===== config.mk =====
export PLATFORM = sky130hd
export DESIGN_NAME = alu_sequencer
export DESIGN_NICKNAME = d
export VERILOG_FILES = /design/src/rtl/alu_sequencer.sv
export SDC_FILE = /design/constraint.sdc
export NUM_CORES = 1
export LEC_CHECK = 0
export ABC_AREA = 1
export CAP_MARGIN = 20
export CORE_AREA = 2 2 74 62
export CTS_BUF_LIST = sky130_fd_sc_hd__clkbuf_16
export DETAILED_ROUTE_END_ITERATION = 16
export DIE_AREA = 0 0 76 64
export PLACE_DENSITY = 0.77
export SETUP_SLACK_MARGIN = 0.05
export SYNTH_ARGS = -nofsm -noshare
export SYNTH_HDL_FRONTEND = slang
export SYNTH_SLANG_ARGS = --single-unit
export TNS_END_PERCENT = 100

===== constraint.sdc =====
create_clock -name clk -period 1.9 [get_ports clk]
set_input_delay 0.38 -clock clk [delete_from_list [all_inputs] [get_ports clk]]
set_output_delay 0.38 -clock clk [all_outputs]
set_load 0.05 [all_outputs]

===== src/rtl/alu_sequencer.sv =====
// Command sequencer for an external combinational signed ALU: accepts one command,
// drives the ALU for a single EXEC cycle, then holds the response until it is taken.
module alu_sequencer #(
    parameter int WIDTH = 8
) (
    input  logic             clk,
    input  logic             reset,
    input  logic             cmd_valid,
    output logic             cmd_ready,
    input  logic [2:0]       cmd_op,
    input  logic [WIDTH-1:0] cmd_data,
    output logic [WIDTH-1:0] alu_a,
    output logic [WIDTH-1:0] alu_b,
    output logic [1:0]       alu_control,
    input  logic [WIDTH-1:0] alu_result,
    output logic             rsp_valid,
    input  logic             rsp_ready,
    output logic [WIDTH-1:0] rsp_data,
    output logic             rsp_zero,
    output logic             rsp_neg,
    output logic             rsp_ovf,
    output logic             rsp_err
);

    localparam int MSB = WIDTH - 1;

    localparam logic [2:0] OP_NOP  = 3'b000;
    localparam logic [2:0] OP_LOAD = 3'b001;
    localparam logic [2:0] OP_ADD  = 3'b010;
    localparam logic [2:0] OP_SUB  = 3'b011;
    localparam logic [2:0] OP_AND  = 3'b100;
    localparam logic [2:0] OP_OR   = 3'b101;
    localparam logic [2:0] OP_CLR  = 3'b110;
    localparam logic [2:0] OP_RSV  = 3'b111;

    localparam logic [1:0] CTRL_ADD = 2'b00;
    localparam logic [1:0] CTRL_SUB = 2'b01;
    localparam logic [1:0] CTRL_AND = 2'b10;
    localparam logic [1:0] CTRL_OR  = 2'b11;

    typedef enum logic [1:0] {
        IDLE = 2'b00,
        EXEC = 2'b01,
        RESP = 2'b10
    } state_t;

    state_t           state_q;
    logic [2:0]       op_q;
    logic [WIDTH-1:0] data_q;
    logic [WIDTH-1:0] acc_q;
    logic [WIDTH-1:0] alu_a_q;
    logic [WIDTH-1:0] alu_b_q;
    logic [1:0]       alu_ctrl_q;
    logic             cmd_ready_q;
    logic             rsp_valid_q;
    logic [WIDTH-1:0] rsp_data_q;
    logic             zero_q;
    logic             neg_q;
    logic             ovf_q;
    logic             err_q;

    logic [WIDTH-1:0] acc_d;
    logic             ovf_d;
    logic             flags_upd_d;

    function automatic logic [1:0] op_to_ctrl(input logic [2:0] op);
        case (op)
            OP_ADD:  op_to_ctrl = CTRL_ADD;
            OP_SUB:  op_to_ctrl = CTRL_SUB;
            OP_AND:  op_to_ctrl = CTRL_AND;
            OP_OR:   op_to_ctrl = CTRL_OR;
            default: op_to_ctrl = CTRL_ADD;
        endcase
    endfunction

    // Result of the command in EXEC; only consumed on the EXEC -> RESP edge.
    // NOTE: every always_comb output gets a default first, so no path can infer a latch.
    always_comb begin
        acc_d       = acc_q;
        ovf_d       = 1'b0;
        flags_upd_d = 1'b0;
        case (op_q)
            OP_LOAD: begin
                acc_d       = data_q;
                flags_upd_d = 1'b1;
            end
            OP_ADD: begin
                acc_d       = alu_result;
                flags_upd_d = 1'b1;
                ovf_d       = (acc_q[MSB] == data_q[MSB]) && (alu_result[MSB] != acc_q[MSB]);
            end
            OP_SUB: begin
                acc_d       = alu_result;
                flags_upd_d = 1'b1;
                ovf_d       = (acc_q[MSB] != data_q[MSB]) && (alu_result[MSB] != acc_q[MSB]);
            end
            OP_AND, OP_OR: begin
                acc_d       = alu_result;
                flags_upd_d = 1'b1;
            end
            OP_CLR: begin
                acc_d       = '0;
                flags_upd_d = 1'b1;
            end
            default: ;
        endcase
    end

    // NOTE: state is updated with non-blocking assignments only, so every register
    // samples pre-edge values regardless of statement order.
    always_ff @(posedge clk) begin
        if (reset) begin
            state_q     <= IDLE;
            op_q        <= OP_NOP;
            data_q      <= '0;
            acc_q       <= '0;
            alu_a_q     <= '0;
            alu_b_q     <= '0;
            alu_ctrl_q  <= CTRL_ADD;
            cmd_ready_q <= 1'b1;
            rsp_valid_q <= 1'b0;
            rsp_data_q  <= '0;
            zero_q      <= 1'b0;
            neg_q       <= 1'b0;
            ovf_q       <= 1'b0;
            err_q       <= 1'b0;
        end else begin
            case (state_q)
                IDLE: begin
                    if (cmd_valid) begin
                        op_q        <= cmd_op;
                        data_q      <= cmd_data;
                        alu_a_q     <= acc_q;
                        alu_b_q     <= cmd_data;
                        alu_ctrl_q  <= op_to_ctrl(cmd_op);
                        cmd_ready_q <= 1'b0;
                        state_q     <= EXEC;
                    end
                end
                EXEC: begin
                    acc_q       <= acc_d;
                    rsp_data_q  <= acc_d;
                    err_q       <= (op_q == OP_RSV);
                    if (flags_upd_d) begin
                        zero_q <= (acc_d == '0);
                        neg_q  <= acc_d[MSB];
                        ovf_q  <= ovf_d;
                    end
                    alu_ctrl_q  <= CTRL_ADD;
                    rsp_valid_q <= 1'b1;
                    state_q     <= RESP;
                end
                RESP: begin
                    if (rsp_ready) begin
                        rsp_valid_q <= 1'b0;
                        cmd_ready_q <= 1'b1;
                        state_q     <= IDLE;
                    end
                end
                default: begin
                    cmd_ready_q <= 1'b1;
                    rsp_valid_q <= 1'b0;
                    state_q     <= IDLE;
                end
            endcase
        end
    end

    assign cmd_ready   = cmd_ready_q;
    assign alu_a       = alu_a_q;
    assign alu_b       = alu_b_q;
    assign alu_control = alu_ctrl_q;
    assign rsp_valid   = rsp_valid_q;
    assign rsp_data    = rsp_data_q;
    assign rsp_zero    = zero_q;
    assign rsp_neg     = neg_q;
    assign rsp_ovf     = ovf_q;
    assign rsp_err     = err_q;

endmodule


== Word-level counts from Yosys, hierarchy flattened ==
Cells that the tools add are included.

* Flip-flop bits (word level): 37
* Bits of input ports: 23
* Word-level logic and storage cells: 58

* Muxes and demuxes: 14
* Equal/unequal tests: 17
* Reductions and logical operators: 13
* Bitwise operators: 2

{| class="wikitable"
|+ Operator list
! cell !! count
|-
| one-hot mux 8 bit (3 select lines) || 1
|-
| equality test 3 bit, second input constant || 6
|-
| one-hot mux 2 bit (3 select lines) || 2
|-
| AND reduction 2 bit || 5
|-
| equality test 3 x 2 -> 1 bit, second input constant || 3
|-
| zero test 8 bit || 1
|-
| 2-to-1 mux 2 bit || 3
|-
| one-hot mux 1 bit (3 select lines) || 2
|-
| OR reduction 6 bit || 1
|-
| 2-to-1 mux 1 bit || 4
|-
| != test 2 bit, second input constant || 2
|-
| one-hot mux 2 bit (2 select lines) || 1
|-
| OR reduction 4 bit || 1
|-
| equality test 3 x 1 -> 1 bit, second input constant || 1
|-
| AND reduction 3 bit || 1
|-
| equality test 2 x 1 -> 1 bit, second input constant || 1
|-
| equality test 2 bit, second input constant || 1
|-
| logical AND 1 bit || 2
|-
| zero test 2 bit || 1
|-
| != test 1 bit || 2
|-
| inverter 1 bit || 2
|-
| one-hot mux 1 bit (2 select lines) || 1
|-
| nonzero test 2 bit || 1
|-
| equality test 1 bit || 1
|}

== Longest topological paths before layout ==
Gate-level depths: netlist of run 1.

* Word-level depth: 4
* Mapped depth: 11
* Gate-level depth less buffers: 10

== Least setup slack after synthesis of run 1 ==
OpenSTA, ideal clock, no wires.

* Path kind: register to register
* Start point: register, netlist name alu_b[7]
* End point: register zero_q (netlist: rsp_zero)
* Stages on the path, launching flop included: 10
* Data arrival time: 1212 ps
* Path buffers: 0
* Setup slack: 561 ps
* Data required time: 1773 ps
* Period minus slack after synthesis: 1339 ps
* Cell sequence: dfxtp_1 inv_1 nor2_1 nor2_1 nand2_1 nand2_1 nand2_1 nor2_1 nand2_1 a21oi_2

{| class="wikitable"
|+ RTL lines
! item !! RTL line !! RTL
|-
| end signal: assignment || 145 || <nowiki>zero_q <= (acc_d == '0);</nowiki>
|-
| end: declaration || 57 || <nowiki>logic zero_q;</nowiki>
|}

== Worst setup path in the final report of run 1 ==
* Start point: register alu_a_q[4] (netlist: alu_a[4])
* End point: output alu_a[4]

{| class="wikitable"
|+ RTL lines
! item !! RTL line !! RTL
|-
| start: declaration || 51 || <nowiki>logic [WIDTH-1:0] alu_a_q;</nowiki>
|-
| start signal: assignment || 133 || <nowiki>alu_a_q <= acc_q;</nowiki>
|-
| end: declaration || 12 || <nowiki>output logic [WIDTH-1:0] alu_a,</nowiki>
|}

No word-level cell between the ends.

==> flow_summary.yaml, run 1 <==
placed_design:
  pre_cts_slack_ns: 0.330
  dpl_cell_area_mm2: 0.00219
  port_buffers: 54
  dp_cells: 328
  place_hpwl_um: 3100
  gp_congestion: 0.807
setup_path:
  required_ns: 1.52
  cp.arrival_ns: 1.44
  critPathLaunchType: "flop"
  worstPathMaxFanout: 2
  critPathKind: "flop to output pin"
  cp-end-kind: "output pin"
  cpMaxStageDelayCell: "clkdlybuf4s50_1"
  crit_path_cell_trace: "clkdlybuf4s50_1"
  crit_buf_inv: 1
  cp_slowest_stage_delay_ns: 0.81
  crit_family: "buffers and inverters"
layout:
  nFillCells: 404
  fin_area_mm2: 0.00233
  nets: 301
  final_cell_count_no_fill: 336
  n_antenna_cell: 0
  postLayoutCoreUtil_pct: 57.3
  drive_gt1_share_pct: 11.5
  syn_to_final_growth_pct: 46.0
logic_synthesis:
  synth_cell_types: 23
  syn_area_mm2: 0.00160
  seq_area_frac_synth_pct: 46.4
  syn_inst: 221
  yosys-top-cells-count: "45 x nand2_1, 37 x dfxtp_1, 32 x inv_1, 23 x a21oi_1, 23 x nor2_1"
  synth-warning-count: 0
  synth_nets: 244
  ys_async_sr_fraction_pct: 0
  synth_area_per_cell_um2: 7.23
  ys_top_cells_by_area: "dfxtp_1 46%, nand2_1 11%, inv_1 7.5%, a21oi_1 7.2%, o21ai_0 6.6%"
  ys_seq_elements: 37
  synth_top_cell_by_area: "dfxtp_1"
  synth-edff-count: 0
  ys.flop_type: "dfxtp_1"
  synth_top_cell_area_share_pct: 46.4
  synth.most_common_cell: "nand2_1"
power:
  power_leakage_nw: 1.06
  power_frac_seq_pct: 38.7
  p_per_area_mw_per_mm2: 965
  vdd_drop_max_uv: 560
  power_mw: 2.25
  internal_power_mw: 1.52
  clkPwrFrac_pct: 35.4
  p_sw_mw: 0.733
  swShare_pct: 32.6
  pwr-share-comb_pct: 25.9
timing:
  worst_pin_slew_ns: 0.531
  fin_crit_ns: 1.82
  hold_slack_ns: 0.474
  hold_viol: 0
  setup_slack_ns: 0.0779
  slew_headroom_pct: 64.5
  clock_skew_ns: 0.00671
  period_share_pct: 95.9
  tns_ns: 0
  drv_slew: 0
  setup_viol_count_final: 0
  fmax_mhz: 549
  rsz0062_at_grt: "false"
floorplanning:
  die_x_um: 76
  pin_count: 55
  dieArea_mm2: 0.00486
  placementRows: 21
  start_util_pct: 39.2
  die_h_um: 64
  core_area_mm2: 0.00407
flow_run:
  cap_violations: 0
clock_network:
  root_buffer: "clkbuf_16"
  htree_levels: 2
  cts_setup_buffers: 0
  clockBufferDepth: 2
  numCtsBuffers: 5
  clk_latency_ns: 0.28
  cts.clk_slew.worst_paths_ns: 0.06
  cts_hold_buffers: 0
  clock-sinks: 37
  cts_tree: "yes"
detailed_routing:
  wl_per_cell_um: 12.7
  vias_per_cell: 4.79
  drc: 0
  detail-route-antenna-nets: 0
  vias: 1608
  firstDrtPassIters: 4
  dr.first_iter.drc_count: 67
  totalWireLength_um: 4270
status:
  status: "completed"
worst_hold_path:
  min-delay-path-class: "flop to flop"
global_route:
  grt_pass1_vias: 1475
  grt_pass1_wl_um: 7050
  grt_max_degree: 30
  antenna_found_initial: 0
  overflow: 0
  gr-usage-all-layers_pct: 18.2
[final timing paths]
check	startpoint	end	slack, ns	cells past startpoint
setup reg to reg	op_q[1]	rsp_zero	0.40	10
hold / removal	alu_b[4]	alu_b[4]	0.47	2
hold reg to reg	alu_b[4]	alu_b[4]	0.47	2
setup / recovery	alu_a[4]	alu_a[4]	0.08	1
[worst min-delay path, cell delays in order (launching register included)]
cell and delay, ns:
dfxtp_1 0.30, inv_1 0.07, a21oi_1 0.06
[cells by family after synthesis]
logic type	count (synthesis)	share of synthesized area [%]
xor gates and xnor gates	1	0.548
and+or+nand+nor	83	21.5
buffers and inverters	42	10.5
AOI/OAI and AO/OA	58	21.1
DFF	37	46.4
[metal layers]
metal	up-vias	global-route usage (%)	part of all wire, %	routed length, um
met5	-	0	0	0
met1	718	25.1	49	2110
met3	5	4.38	6.1	261
met2	52	28.3	44	1860
met4	0	5.45	0.89	38
li1	833	-	-	-
[power by group through the flow]
| stage | combinational [mW] | sequential [mW] | clock (mW) |
|---|---|---|---|
| CTS | 0.586 | 0.872 | 0.801 |
| detailed placement | 0.582 | 0.887 | 0 |
| global route | 0.633 | 0.878 | 0.833 |
| global placement | 0.575 | 0.887 | 0 |
| finish | 0.584 | 0.872 | 0.796 |
| floorplan | 0.217 | 1.05 | 0 |
[sequential cells by signal, indices dropped and copies added (netlist names)]
signal,count
rsp_zero,1
rsp_valid,1
rsp_ovf,1
op_q,3
rsp_data,8
rsp_err,1
alu_b,8
rsp_neg,1
alu_control,2
state_q,2
alu_a,8
cmd_ready,1
[cell usage in the layout (no fill, tap or decap)]
cell type and instances:
a21oi_1 23, a21oi_2 1, a221o_1 1, a22oi_1 1, buf_12 1, buf_4 16
clkbuf_16 5, clkdlybuf4s50_1 41, clkinvlp_4 2, dfxtp_1 37, dlymetal6s2s_1 1, inv_1 33
inv_2 1, nand2_1 45, nand2_2 2, nand3_1 8, nand3_2 1, nand3b_1 1
nor2_1 23, nor2_2 2, o211ai_1 4, o21ai_0 21, o221ai_1 6, o31ai_1 1
or2_2 1, xor2_1 1
[final cells by class]
| cell class | count | area [um2] | share of cell area (%) |
|---|---|---|---|
| sequential | 37 | 741 | 31.8 |
| multi-input combinational | 142 | 689 | 29.6 |
| timing repair buffer | 59 | 563 | 24.1 |
| clock buffer | 5 | 125 | 5.36 |
| inverter | 33 | 124 | 5.31 |
| tap | 57 | 71.3 | 3.06 |
| clock inverter | 3 | 18.8 | 0.805 |
[repair_timing]
| item | CTS | global route |
|---|---|---|
| endpoints found under the setup margin | 0 | 1 |
| hold endpoints to repair | 0 | 0 |
| gates resized for setup | 0 | 1 |
No activity file was read; power rests on OpenSTA's default activity.
==> run 2: changes to the inputs <==
--- a/config.mk
+++ b/config.mk
@@ -7,11 +7,11 @@
 export LEC_CHECK = 0
 export ABC_AREA = 1
 export CAP_MARGIN = 20
-export CORE_AREA = 2 2 74 62
+export CORE_AREA = 3 3 73 61
 export CTS_BUF_LIST = sky130_fd_sc_hd__clkbuf_16
 export DETAILED_ROUTE_END_ITERATION = 16
 export DIE_AREA = 0 0 76 64
-export PLACE_DENSITY = 0.77
+export PLACE_DENSITY = 0.81
 export SETUP_SLACK_MARGIN = 0.05
 export SYNTH_ARGS = -nofsm -noshare
 export SYNTH_HDL_FRONTEND = slang
==> constraint.sdc (replaced) <==
create_clock -name clk -period 2.1 [get_ports clk]
set_input_delay 0.42 -clock clk [delete_from_list [all_inputs] [get_ports clk]]
set_output_delay 0.42 -clock clk [all_outputs]
set_load 0.05 [all_outputs]
==> run 2 against run 1 <==
Power fell by 11%. Clock power down 13%. First-iteration DRC count grew 100%. Hold slack got worse by 0.0074 ns. Largest cell class unchanged. Highest routed layer unchanged.
==> flow_summary.yaml, run 2 (synthesized netlist as in run 1, its figures left out) <==
timing:
  worst_pin_slew_ns: 0.505
  tns_ns: 0
  hold_viol: 0
  setup_viol_count_final: 0
  hold_slack_ns: 0.467
  fmax_mhz: 516
  rsz0062_at_grt: "false"
  slew_headroom_pct: 66.3
  clock_skew_ns: 0.00446
  fin_crit_ns: 1.94
  period_share_pct: 92.4
  drv_slew: 0
placed_design:
  port_buffers: 54
  gp_congestion: 0.804
  place_hpwl_um: 3020
  dpl_cell_area_mm2: 0.00219
setup_path:
  crit_buf_inv: 1
  crit_family: "buffers and inverters"
  worst-path-stages: 1
  crit_path_cell_trace: "clkdlybuf4s50_1"
  cp-end-kind: "output pin"
  critPathLaunchType: "flop"
  reg2regPathDepth: 6
  worstPathMaxFanout: 4
  cp.arrival_ns: 1.52
  critPathKind: "flop to output pin"
  required_ns: 1.68
  cp_slowest_stage_delay_ns: 0.84
  cpMaxStageDelayCell: "clkdlybuf4s50_1"
clock_network:
  cts_hold_buffers: 0
  clock-sinks: 37
  root_buffer: "clkbuf_16"
  htree_levels: 2
  cts_setup_buffers: 0
  clk_latency_ns: 0.28
  cts.clk_slew.worst_paths_ns: 0.05
  post_cts_resized: 0
  cts_tree: "yes"
  clockBufferDepth: 2
  numCtsBuffers: 5
detailed_routing:
  wl_met1_um: 2100
  firstDrtPassIters: 4
  detail-route-antenna-nets: 0
  vias_per_cell: 4.88
  totalWireLength_um: 4230
  route.met2.wl_um: 1820
  highest_layer: "met4"
  wl_per_cell_um: 12.7
  met3_length_um: 245
  dr.first_iter.drc_count: 136
  drc: 0
  vias: 1621
global_route:
  gr-usage-all-layers_pct: 18.0
  grt_pass1_vias: 1508
  antenna_found_initial: 0
  overflow: 0
  grt_pass1_wl_um: 7020
  grt_max_degree: 32
floorplanning:
  die_h_um: 64
  start_util_pct: 42.3
  core_area_mm2: 0.00378
  dieArea_mm2: 0.00486
  pin_count: 55
  die_x_um: 76
  placementRows: 20
layout:
  n_antenna_cell: 0
  nets: 299
  mostFrequentLayoutCells: "54 x clkdlybuf4s50_1, 45 x nand2_1, 37 x dfxtp_1"
  fin_area_mm2: 0.00232
  nFillCells: 342
  drive_gt1_share_pct: 6.14
  final_common_cell: "clkdlybuf4s50_1"
  syn_to_final_growth_pct: 45.4
power:
  power_leakage_nw: 1.01
  vdd_drop_max_uv: 737
  p_per_area_mw_per_mm2: 863
worst_hold_path:
  holdPathStages: 2
  min-delay-path-class: "flop to flop"
status:
  status: "completed"
flow_run:
  cap_violations: 0
==> run 2: cell types whose count changed in the layout (fill, tap and decap cells not counted), moves of 2 or more <==
cell             before  now
buf_4                16    3
clkdlybuf4s50_1      41   54
clkinv_1              0    2
clkinvlp_4            2    0
==> run 2: per-stage QoR <==
stage / instances / util, % / power [mW] / setup WS (ns)
4_1_cts: 332 / 61.5 / 2.02 / 0.155
3_5_place_dp: 324 / 57.8 / 1.32 / 0.412
2_1_floorplan: 221 / - / 1.15 / 0.761
5_1_grt: 332 / 61.5 / 2.11 / 0.112
3_3_place_gp: 324 / 57.8 / 1.31 / 0.441
6_report: 332 / 61.5 / 2.01 / 0.161
==> run 2: routing by layer <==
metal | vias up | track usage (%)
met1 | 725 | 24.9
met3 | 5 | 4.37
met4 | 0 | 7.01
met5 | - | 0
li1 | 828 | -
met2 | 63 | 27.1
==> run 2: layout make-up <==
cell class / count / area (um2) / share of cell area (%)
flip-flops and latches: 37 / 741 / 31.9
multi-input cells: 142 / 689 / 29.7
repair buffers: 57 / 563 / 24.2
clock buffers: 5 / 125 / 5.39
inverters: 33 / 124 / 5.33
well taps: 55 / 68.8 / 2.96
clock inverters: 3 / 12.5 / 0.539
==> run 2: final timing paths <==
check | start | to | slack [ns]
max | rsp_data[7] | rsp_data[7] | 0.16
min | alu_b[4] | alu_b[4] | 0.47
max reg2reg | state_q[0] | rsp_ovf | 0.63
min reg2reg | alu_b[4] | alu_b[4] | 0.47
==> run 2: where the power goes <==
| part | switching (mW) | total [mW] | internal [mW] |
|---|---|---|---|
| sequential | 0.0332 | 0.788 | 0.755 |
| combinational | 0.341 | 0.525 | 0.184 |
| clock | 0.265 | 0.693 | 0.428 |
